==> src/rtl/multicycle_alu.sv <==
// Multicycle ALU: single-cycle ADD/SUB/logic/SLT/SLL and a shift-add MUL with valid/ready handshakes.
// Define ALU_MUL_EN to build the multiplier; without it opcode 111 is reported as an illegal op.
module multicycle_alu #(
    parameter int WIDTH = 32
) (
    input  logic             clk,
    input  logic             rst,
    input  logic             in_valid,
    output logic             in_ready,
    input  logic [WIDTH-1:0] R2,
    input  logic [WIDTH-1:0] R3,
    input  logic [2:0]       ALUOp,
    output logic             out_valid,
    input  logic             out_ready,
    output logic [WIDTH-1:0] R0,
    output logic             overflow,
    output logic             zero,
    output logic             carry
);

    // state | meaning
    // IDLE  | no operation held, ready to accept
    // BUSY  | multiply in progress, one partial product per cycle
    // DONE  | R0 and flags valid, waiting for out_ready
    typedef enum logic [1:0] {IDLE, BUSY, DONE} state_t;

    localparam int SW = $clog2(WIDTH);

    state_t           state;
    state_t           state_nxt;
    logic             accept;
    logic             start_mul;
    logic             mul_last;
    logic [WIDTH:0]   add_sum;
    logic [WIDTH:0]   sub_sum;
    logic [SW-1:0]    sh_amt;
    logic [WIDTH-1:0] alu_res;
    logic             alu_c;
    logic             alu_v;

    assign accept  = in_valid && in_ready;
    assign add_sum = {1'b0, R2} + {1'b0, R3};
    assign sub_sum = {1'b0, R2} + {1'b0, ~R3} + (WIDTH+1)'(1);
    assign sh_amt  = R3[SW-1:0];

`ifdef ALU_MUL_EN
    logic [SW-1:0]      iter_cnt;
    logic [2*WIDTH-1:0] acc;
    logic [2*WIDTH-1:0] mcand;
    logic [2*WIDTH-1:0] prod_nxt;
    logic [WIDTH-1:0]   mplier;

    assign start_mul = accept && (ALUOp == 3'b111);
    assign mul_last  = (iter_cnt == SW'(WIDTH-1));
    assign prod_nxt  = mplier[0] ? (acc + mcand) : acc;
`else
    assign start_mul = 1'b0;
    assign mul_last  = 1'b0;
`endif

    always_ff @(posedge clk or posedge rst) begin
        if (rst) begin
            state <= IDLE;
        end else begin
            state <= state_nxt;
        end
    end

    always_comb begin
        state_nxt = state;
        case (state)
            IDLE: begin
                if (accept) begin
                    state_nxt = start_mul ? BUSY : DONE;
                end
            end
            BUSY: begin
                if (mul_last) begin
                    state_nxt = DONE;
                end
            end
            DONE: begin
                if (accept) begin
                    state_nxt = start_mul ? BUSY : DONE;
                end else if (out_ready) begin
                    state_nxt = IDLE;
                end
            end
            default: state_nxt = IDLE;
        endcase
    end

    always_comb begin
        in_ready  = (state == IDLE) || ((state == DONE) && out_ready);
        out_valid = (state == DONE);
    end

    // Opcode 111 only lands here when the multiplier is not built: flag it as illegal.
    always_comb begin
        alu_res = '0;
        alu_c   = 1'b0;
        alu_v   = 1'b0;
        case (ALUOp)
            3'b000: begin
                alu_res = add_sum[WIDTH-1:0];
                alu_c   = add_sum[WIDTH];
                alu_v   = (R2[WIDTH-1] == R3[WIDTH-1]) && (add_sum[WIDTH-1] != R2[WIDTH-1]);
            end
            3'b001: begin
                alu_res = sub_sum[WIDTH-1:0];
                alu_c   = sub_sum[WIDTH];
                alu_v   = (R2[WIDTH-1] != R3[WIDTH-1]) && (sub_sum[WIDTH-1] != R2[WIDTH-1]);
            end
            3'b010: alu_res = R2 & R3;
            3'b011: alu_res = R2 | R3;
            3'b100: alu_res = R2 ^ R3;
            3'b101: alu_res = {{(WIDTH-1){1'b0}}, ($signed(R2) < $signed(R3))};
            3'b110: alu_res = R2 << sh_amt;
            default: begin
                alu_res = '0;
                alu_v   = 1'b1;
            end
        endcase
    end

    always_ff @(posedge clk or posedge rst) begin
        if (rst) begin
            R0       <= '0;
            overflow <= 1'b0;
            zero     <= 1'b0;
            carry    <= 1'b0;
`ifdef ALU_MUL_EN
            iter_cnt <= '0;
            acc      <= '0;
            mcand    <= '0;
            mplier   <= '0;
`endif
        end else begin
`ifdef ALU_MUL_EN
            if (start_mul) begin
                iter_cnt <= '0;
                acc      <= '0;
                mcand    <= {{WIDTH{1'b0}}, R2};
                mplier   <= R3;
            end else if (accept) begin
                R0       <= alu_res;
                overflow <= alu_v;
                zero     <= (alu_res == '0);
                carry    <= alu_c;
            end else if (state == BUSY) begin
                acc    <= prod_nxt;
                mcand  <= mcand << 1;
                mplier <= mplier >> 1;
                if (mul_last) begin
                    iter_cnt <= '0;
                    R0       <= prod_nxt[WIDTH-1:0];
                    carry    <= |prod_nxt[2*WIDTH-1:WIDTH];
                    overflow <= |prod_nxt[2*WIDTH-1:WIDTH];
                    zero     <= (prod_nxt[WIDTH-1:0] == '0);
                end else begin
                    iter_cnt <= iter_cnt + SW'(1);
                end
            end
`else
            if (accept) begin
                R0       <= alu_res;
                overflow <= alu_v;
                zero     <= (alu_res == '0);
                carry    <= alu_c;
            end
`endif
        end
    end

endmodule

==> config.mk <==
export PLATFORM = sky130hd
export DESIGN_NAME = multicycle_alu
export DESIGN_NICKNAME = d
export VERILOG_FILES = /design/src/rtl/multicycle_alu.sv
export SDC_FILE = /design/constraint.sdc
export NUM_CORES = 1
export LEC_CHECK = 0
export ABC_AREA = 1
export ABC_CLOCK_PERIOD_IN_PS = 1370
export CAP_MARGIN = 20
export CORE_MARGIN = 8
export CORE_UTILIZATION = 54
export CTS_CLUSTER_SIZE = 12
export DETAILED_ROUTE_END_ITERATION = 10
export GPL_ROUTABILITY_DRIVEN = 1
export MAX_ROUTING_LAYER = met4
export PLACE_DENSITY = 0.9
export SETUP_SLACK_MARGIN = 0.15
export SLEW_MARGIN = 20
export SYNTH_ARGS = -nofsm -noshare
export SYNTH_HDL_FRONTEND = slang
export SYNTH_SLANG_ARGS = --single-unit
==> constraint.sdc <==
create_clock -name clk -period 1.37 [get_ports clk]
set_input_delay 0.137 -clock clk [delete_from_list [all_inputs] [get_ports clk]]
set_output_delay 0.137 -clock clk [all_outputs]
set_load 0.005 [all_outputs]
==> impl_metrics.env, run 1 <==
export IMPL_async_flop_share_pct=100
export IMPL_h_tree_depth=2
export IMPL_toolErrorMsg="[ERROR GRT-0116] Global routing finished with congestion. Check the congestion regions in the DRC Viewer."
export IMPL_gr_usage_all_layers_pct=84.2
export IMPL_flip_flop_cell_with_the_highest_count_after_synthesis="dfrtp_1"
export IMPL_cts_made_buffers=5
export IMPL_synth_largest_area_cell="nand2_1"
export IMPL_place_gp_congestion=1.19
export IMPL_ctsHoldBuffers=0
export IMPL_ys_warnings_count=0
export IMPL_cts_root_to_sink_buffers=2
export IMPL_post_synth_num_cell_types=43
export IMPL_synth_area_leaders="nand2_1, nand3_1, ha_1, inv_1, dfrtp_1"
export IMPL_io_pin_count=108
export IMPL_total_of_flip_flops_plus_latches_after_synthesis=36
export IMPL_synth_cells=1854
export IMPL_fp_dieW_um=151
export IMPL_post_synthesis_instance_area_mm2=0.00990
export IMPL_synth_edff_count=0
export IMPL_status="aborted with a tool error"
export IMPL_first_global_vias=21800
export IMPL_pin_count_of_the_biggest_net_entering_global_routing=49
export IMPL_std_cell_rows=49
export IMPL_grt_pass1_wl_um=142000
export IMPL_synth_avg_cell_area_um2=5.34
export IMPL_cts_root_buffer_cell="clkbuf_16"
export IMPL_clock_sinks=36
export IMPL_netlist_area_leader_share_pct=22.9
export IMPL_synthMostInstantiatedCell="nand2_1"
export IMPL_place_port_buffers=107
export IMPL_lastStage="global routing (5_1_grt)"
export IMPL_synth_commonest_cells="nand2_1, nand3_1, inv_1"
export IMPL_ys_seq_area_share_pct=9.10
export IMPL_synth_net_count=2033
export IMPL_die_height_um=151
export IMPL_grt_overflow_total=362
export IMPL_detailed_place_hpwl_um=41100
export IMPL_floorplan_initialDensity_pct=55.1
-- what timing repair did --
action / 4_1_cts
hold endpoints to repair: 0
gates cloned: 0
endpoints found under the setup margin: 72
setup buffers: 81
pin swaps: 190
resized for setup: 756
-- routing by layer --
metal / GRT overflow / track usage [%]
met2: 193 / 94.2
met4: 90 / 81.1
met1: 44 / 81.3
met5: - / -
met3: 35 / 77.7
-- cell families after synthesis --
kind of cell | count (synthesis) | share of synthesized area [%]
buffers and inverters | 363 | 15.5
DFF | 36 | 9.10
AOI/OAI and AO/OA | 189 | 11.0
xor gates and xnor gates | 1 | 0.0885
and+or+nand+nor | 1157 | 50.6
adders and majority gates | 108 | 13.8
-- metrics by stage --
step	hold slack [ns]	cell area [um2]	instances	util, %	setup slack (ns)
CTS	0.227	16200	2560	90.4	-0.841
global placement	0.465	13700	2471	76.0	-1.67
detailed placement	0.473	13700	2471	76.0	-1.81
floorplan	0.304	10100	1854	-	-0.622
==> inputs of run 2 (changes only) <==
- ABC_CLOCK_PERIOD_IN_PS: 1370 -> 1780
- CORE_UTILIZATION: 54 -> 40
- CTS_CLUSTER_SIZE: 12 -> unset
- MAX_ROUTING_LAYER: met4 -> unset
- PLACE_DENSITY: 0.9 -> unset
- PLACE_DENSITY_LB_ADDON: unset -> 0.15
- SETUP_SLACK_MARGIN: 0.15 -> unset
- clock period: 1.37 -> 1.78 ns (I/O delays scaled with it)
==> run 2 against run 1 <==
Net effect: the flow now finishes, with violations (setup timing); synthesized area is the same; synthesized cell count is the same.
==> impl_metrics.env, run 2 <==
export IMPL_drt_total_wl_um=54500
export IMPL_synth_cells=1854
export IMPL_detailroute_via_count=15200
export IMPL_h_tree_depth=2
export IMPL_drc_violations=0
export IMPL_worst_endpoint_arrival_ns=2.40
export IMPL_synth_edff_count=0
export IMPL_yosys_area_share_xor_xnor_pct=0.0885
export IMPL_flip_flop_cell_with_the_highest_count_after_synthesis="dfrtp_1"
export IMPL_synth_largest_area_cell="nand2_1"
export IMPL_syn2layout_area_growth_pct=86.8
export IMPL_core_ar_mm2=0.0243
export IMPL_grt_overflow_total=0
export IMPL_post_synth_and_or_nand_nor_area_fraction_pct=50.6
export IMPL_hold_class="in -> async"
export IMPL_total_of_flip_flops_plus_latches_after_synthesis=36
export IMPL_compound_cell_area_share_of_the_yosys_netlist_pct=11.0
export IMPL_cts_root_buffer_cell="clkbuf_16"
export IMPL_timing_slew_headroom_pct=71.6
export IMPL_floorplan_initialDensity_pct=40.7
export IMPL_p_leak_nw=9.51
export IMPL_layout_drive_gt1_share_pct=51.6
export IMPL_yosys_area_share_adder_pct=13.8
export IMPL_synth_area_mux_share_pct=0
export IMPL_synth_area_leaders="nand2_1, nand3_1, ha_1, inv_1, dfrtp_1"
export IMPL_hold_viol=0
export IMPL_hold_slack_ns=0.292
export IMPL_ys_warnings_count=0
export IMPL_detailed_place_hpwl_um=41300
export IMPL_setup_slack_ns=-0.396
export IMPL_internal_power_w=0.00446
export IMPL_drtPass1Iterations=5
export IMPL_max_flop_register="R0"
export IMPL_timing_worst_slew_pin_value_ns=0.422
export IMPL_clkSlewWorstSetupHoldPaths_ns=0.05
export IMPL_finalNonFillerCells=2752
export IMPL_clock_sinks=36
export IMPL_synth_commonest_cells="nand2_1, nand3_1, inv_1"
export IMPL_number_of_antenna_violations_at_the_first_check_in_global_routing=0
export IMPL_violations="setup timing"
export IMPL_place_inst=2622
export IMPL_swShare_pct=46.0
export IMPL_number_of_nets_in_the_finished_design=2606
export IMPL_status="finished, violations left"
export IMPL_async_flop_share_pct=100
export IMPL_first_global_vias=14500
export IMPL_cap_viol_max_count=0
export IMPL_power_clock_fraction_pct=10.4
export IMPL_largest_register_ffs=32
export IMPL_timing_worst_setup_path_type="in -> reg"
export IMPL_synthMostInstantiatedCell="nand2_1"
export IMPL_final_core_density_pct=76.1
export IMPL_cts_tree="built"
export IMPL_cts_made_buffers=5
export IMPL_finalWorstPathRequiredPeriod_ns=2.18
export IMPL_crit_path_end_kind="register"
export IMPL_place_port_buffers=107
export IMPL_io_pin_count=108
export IMPL_worstSetupStartpointType="input pin"
export IMPL_n_fill_cell=1924
export IMPL_rsz0062_at_grt="true"
export IMPL_p_switching_w=0.00380
export IMPL_ant_nets=0
export IMPL_initialDrtViolationCount=1726
export IMPL_mostFrequentLayoutCells="buf_4, nand2_1, nand3_1"
export IMPL_die_area_mm2=0.0300
export IMPL_gr_usage_all_layers_pct=33.5
export IMPL_place_gp_congestion=1.03
export IMPL_layout_cells_most_common="buf_4"
export IMPL_post_synthesis_instance_area_mm2=0.00990
export IMPL_final_min_period_over_clock_period_pct=122
export IMPL_std_cell_rows=57
export IMPL_netlist_area_leader_share_pct=22.9
export IMPL_antenna_diode_count=0
export IMPL_grt_pass1_wl_um=80500
export IMPL_path_max_fanout=3
export IMPL_ys_seq_area_share_pct=9.10
export IMPL_synth_net_count=2033
export IMPL_setup_violations_final=27
export IMPL_clk_insertion_delay_late_ns=0.28
export IMPL_post_synth_num_cell_types=43
export IMPL_pin_count_of_the_biggest_net_entering_global_routing=48
export IMPL_critical_path_rt_ns=2.00
export IMPL_timing_reg2reg_setup_slack_ns=0.15
export IMPL_cts_root_to_sink_buffers=2
export IMPL_power_sequential_fraction_pct=12.5
export IMPL_power_share_combinational_pct=77.1
export IMPL_irDropWorstVdd_mv=0.695
export IMPL_fp_dieW_um=173
export IMPL_avgRoutedWirePerCell_um=19.8
export IMPL_synth_avg_cell_area_um2=5.34
export IMPL_finalMaxSlewViolations=0
export IMPL_fmax_mhz=459
export IMPL_detail_route_vias_per_cell=5.52
export IMPL_synth_top_family_by_area="simple AND/OR/NAND/NOR gates"
export IMPL_die_height_um=173
export IMPL_power_per_cell_area_mw_per_mm2=447
export IMPL_final_setup_skew_ns=0.00230
## run 2: per-layer routing
layer	vias up	track usage [%]	share of wire (%)	wire, um
met1	7046	45.1	42	22700
met4	0	12.0	4.6	2510
met3	182	5.55	10	5550
met2	898	52.9	44	23800
met5	-	0	0	0
li1	7054	-	-	-
## run 2: worst paths after layout
| kind | startpoint | cells after the start | endpoint |
|---|---|---|---|
| worst max-delay path | R2[0] | 18 | zero$_DFFE_PP0P_ |
| worst min-delay path | rst | 3 | R0[1]$_DFFE_PP0P_ |
| worst max register to register | state[1]$_DFFE_PP0P_ | 13 | zero$_DFFE_PP0P_ |
| worst min register to register | R0[31]$_DFFE_PP0P_ | 2 | R0[31]$_DFFE_PP0P_ |
| max in group asynchronous | rst | 3 | R0[21]$_DFFE_PP0P_ |
| min in group clk | R0[31]$_DFFE_PP0P_ | 2 | R0[31]$_DFFE_PP0P_ |
## run 2: stage by stage
step | total power (W) | instance area, um2 | setup WS, ns | setup TNS (ns)
3_5_place_dp | 0.00553 | 14200 | -1.48 | -34.96
3_3_place_gp | 0.00551 | 14200 | -1.49 | -34.77
4_1_cts | 0.00757 | 17300 | -0.394 | -4.26
6_report | 0.00826 | 18500 | -0.396 | -5.61
5_1_grt | 0.00872 | 18500 | -0.525 | -8.29
2_1_floorplan | 0.00317 | 10100 | -0.254 | -1.04
## run 2: layout make-up
| cell class | instances | area (um2) | share of cell area [%] |
|---|---|---|---|
| Clock buffer | 6 | 139 | 0.751 |
| Tap cell | 324 | 405 | 2.19 |
| Sequential cell | 36 | 901 | 4.87 |
| Multi-Input combinational cell | 1455 | 10300 | 55.6 |
| Clock inverter | 2 | 10.0 | 0.0541 |
| Timing Repair Buffer | 648 | 5610 | 30.3 |
| Inverter | 281 | 1150 | 6.21 |
## run 2: logic make-up after synthesis
logic type      count (synthesis)
xor+xnor                        1
flops                          36
simple gates                 1157
compound gates                189
fa+ha+maj                     108
buf+inv                       363
## run 2: critical path, cell delays in order
cell and delay (ns):
buf_8 0.11, ha_4 0.16, fa_2 0.38, nand2_2 0.09
nand2_2 0.06, nand3b_1 0.17, nand2_2 0.17, nand2_4 0.13
nand2_4 0.09, nand2_4 0.11, nand3_2 0.08, nand3_2 0.11
nand3_4 0.10, nor2_2 0.13, nand2_2 0.08, nor2_2 0.10
nand3_1 0.08, nand2_1 0.06
## run 2: timing repair
item	4_1_cts	5_1_grt
pin swaps	208	165
resized for setup	876	278
gates cloned	2	0
endpoints found under the setup margin	35	33
buffers inserted	101	33
hold buffers	0	0
## run 2: power by group through the flow
stage                     clock, W  combinational, W  sequential (W)
after floorplan                  0           0.00212         0.00106
after global routing      0.000910           0.00675         0.00105
final                     0.000863           0.00637         0.00103
after detailed placement         0           0.00448         0.00105
after CTS                 0.000878           0.00566         0.00103
after global placement           0           0.00447         0.00104
Power figures use the tool's default switching activity.
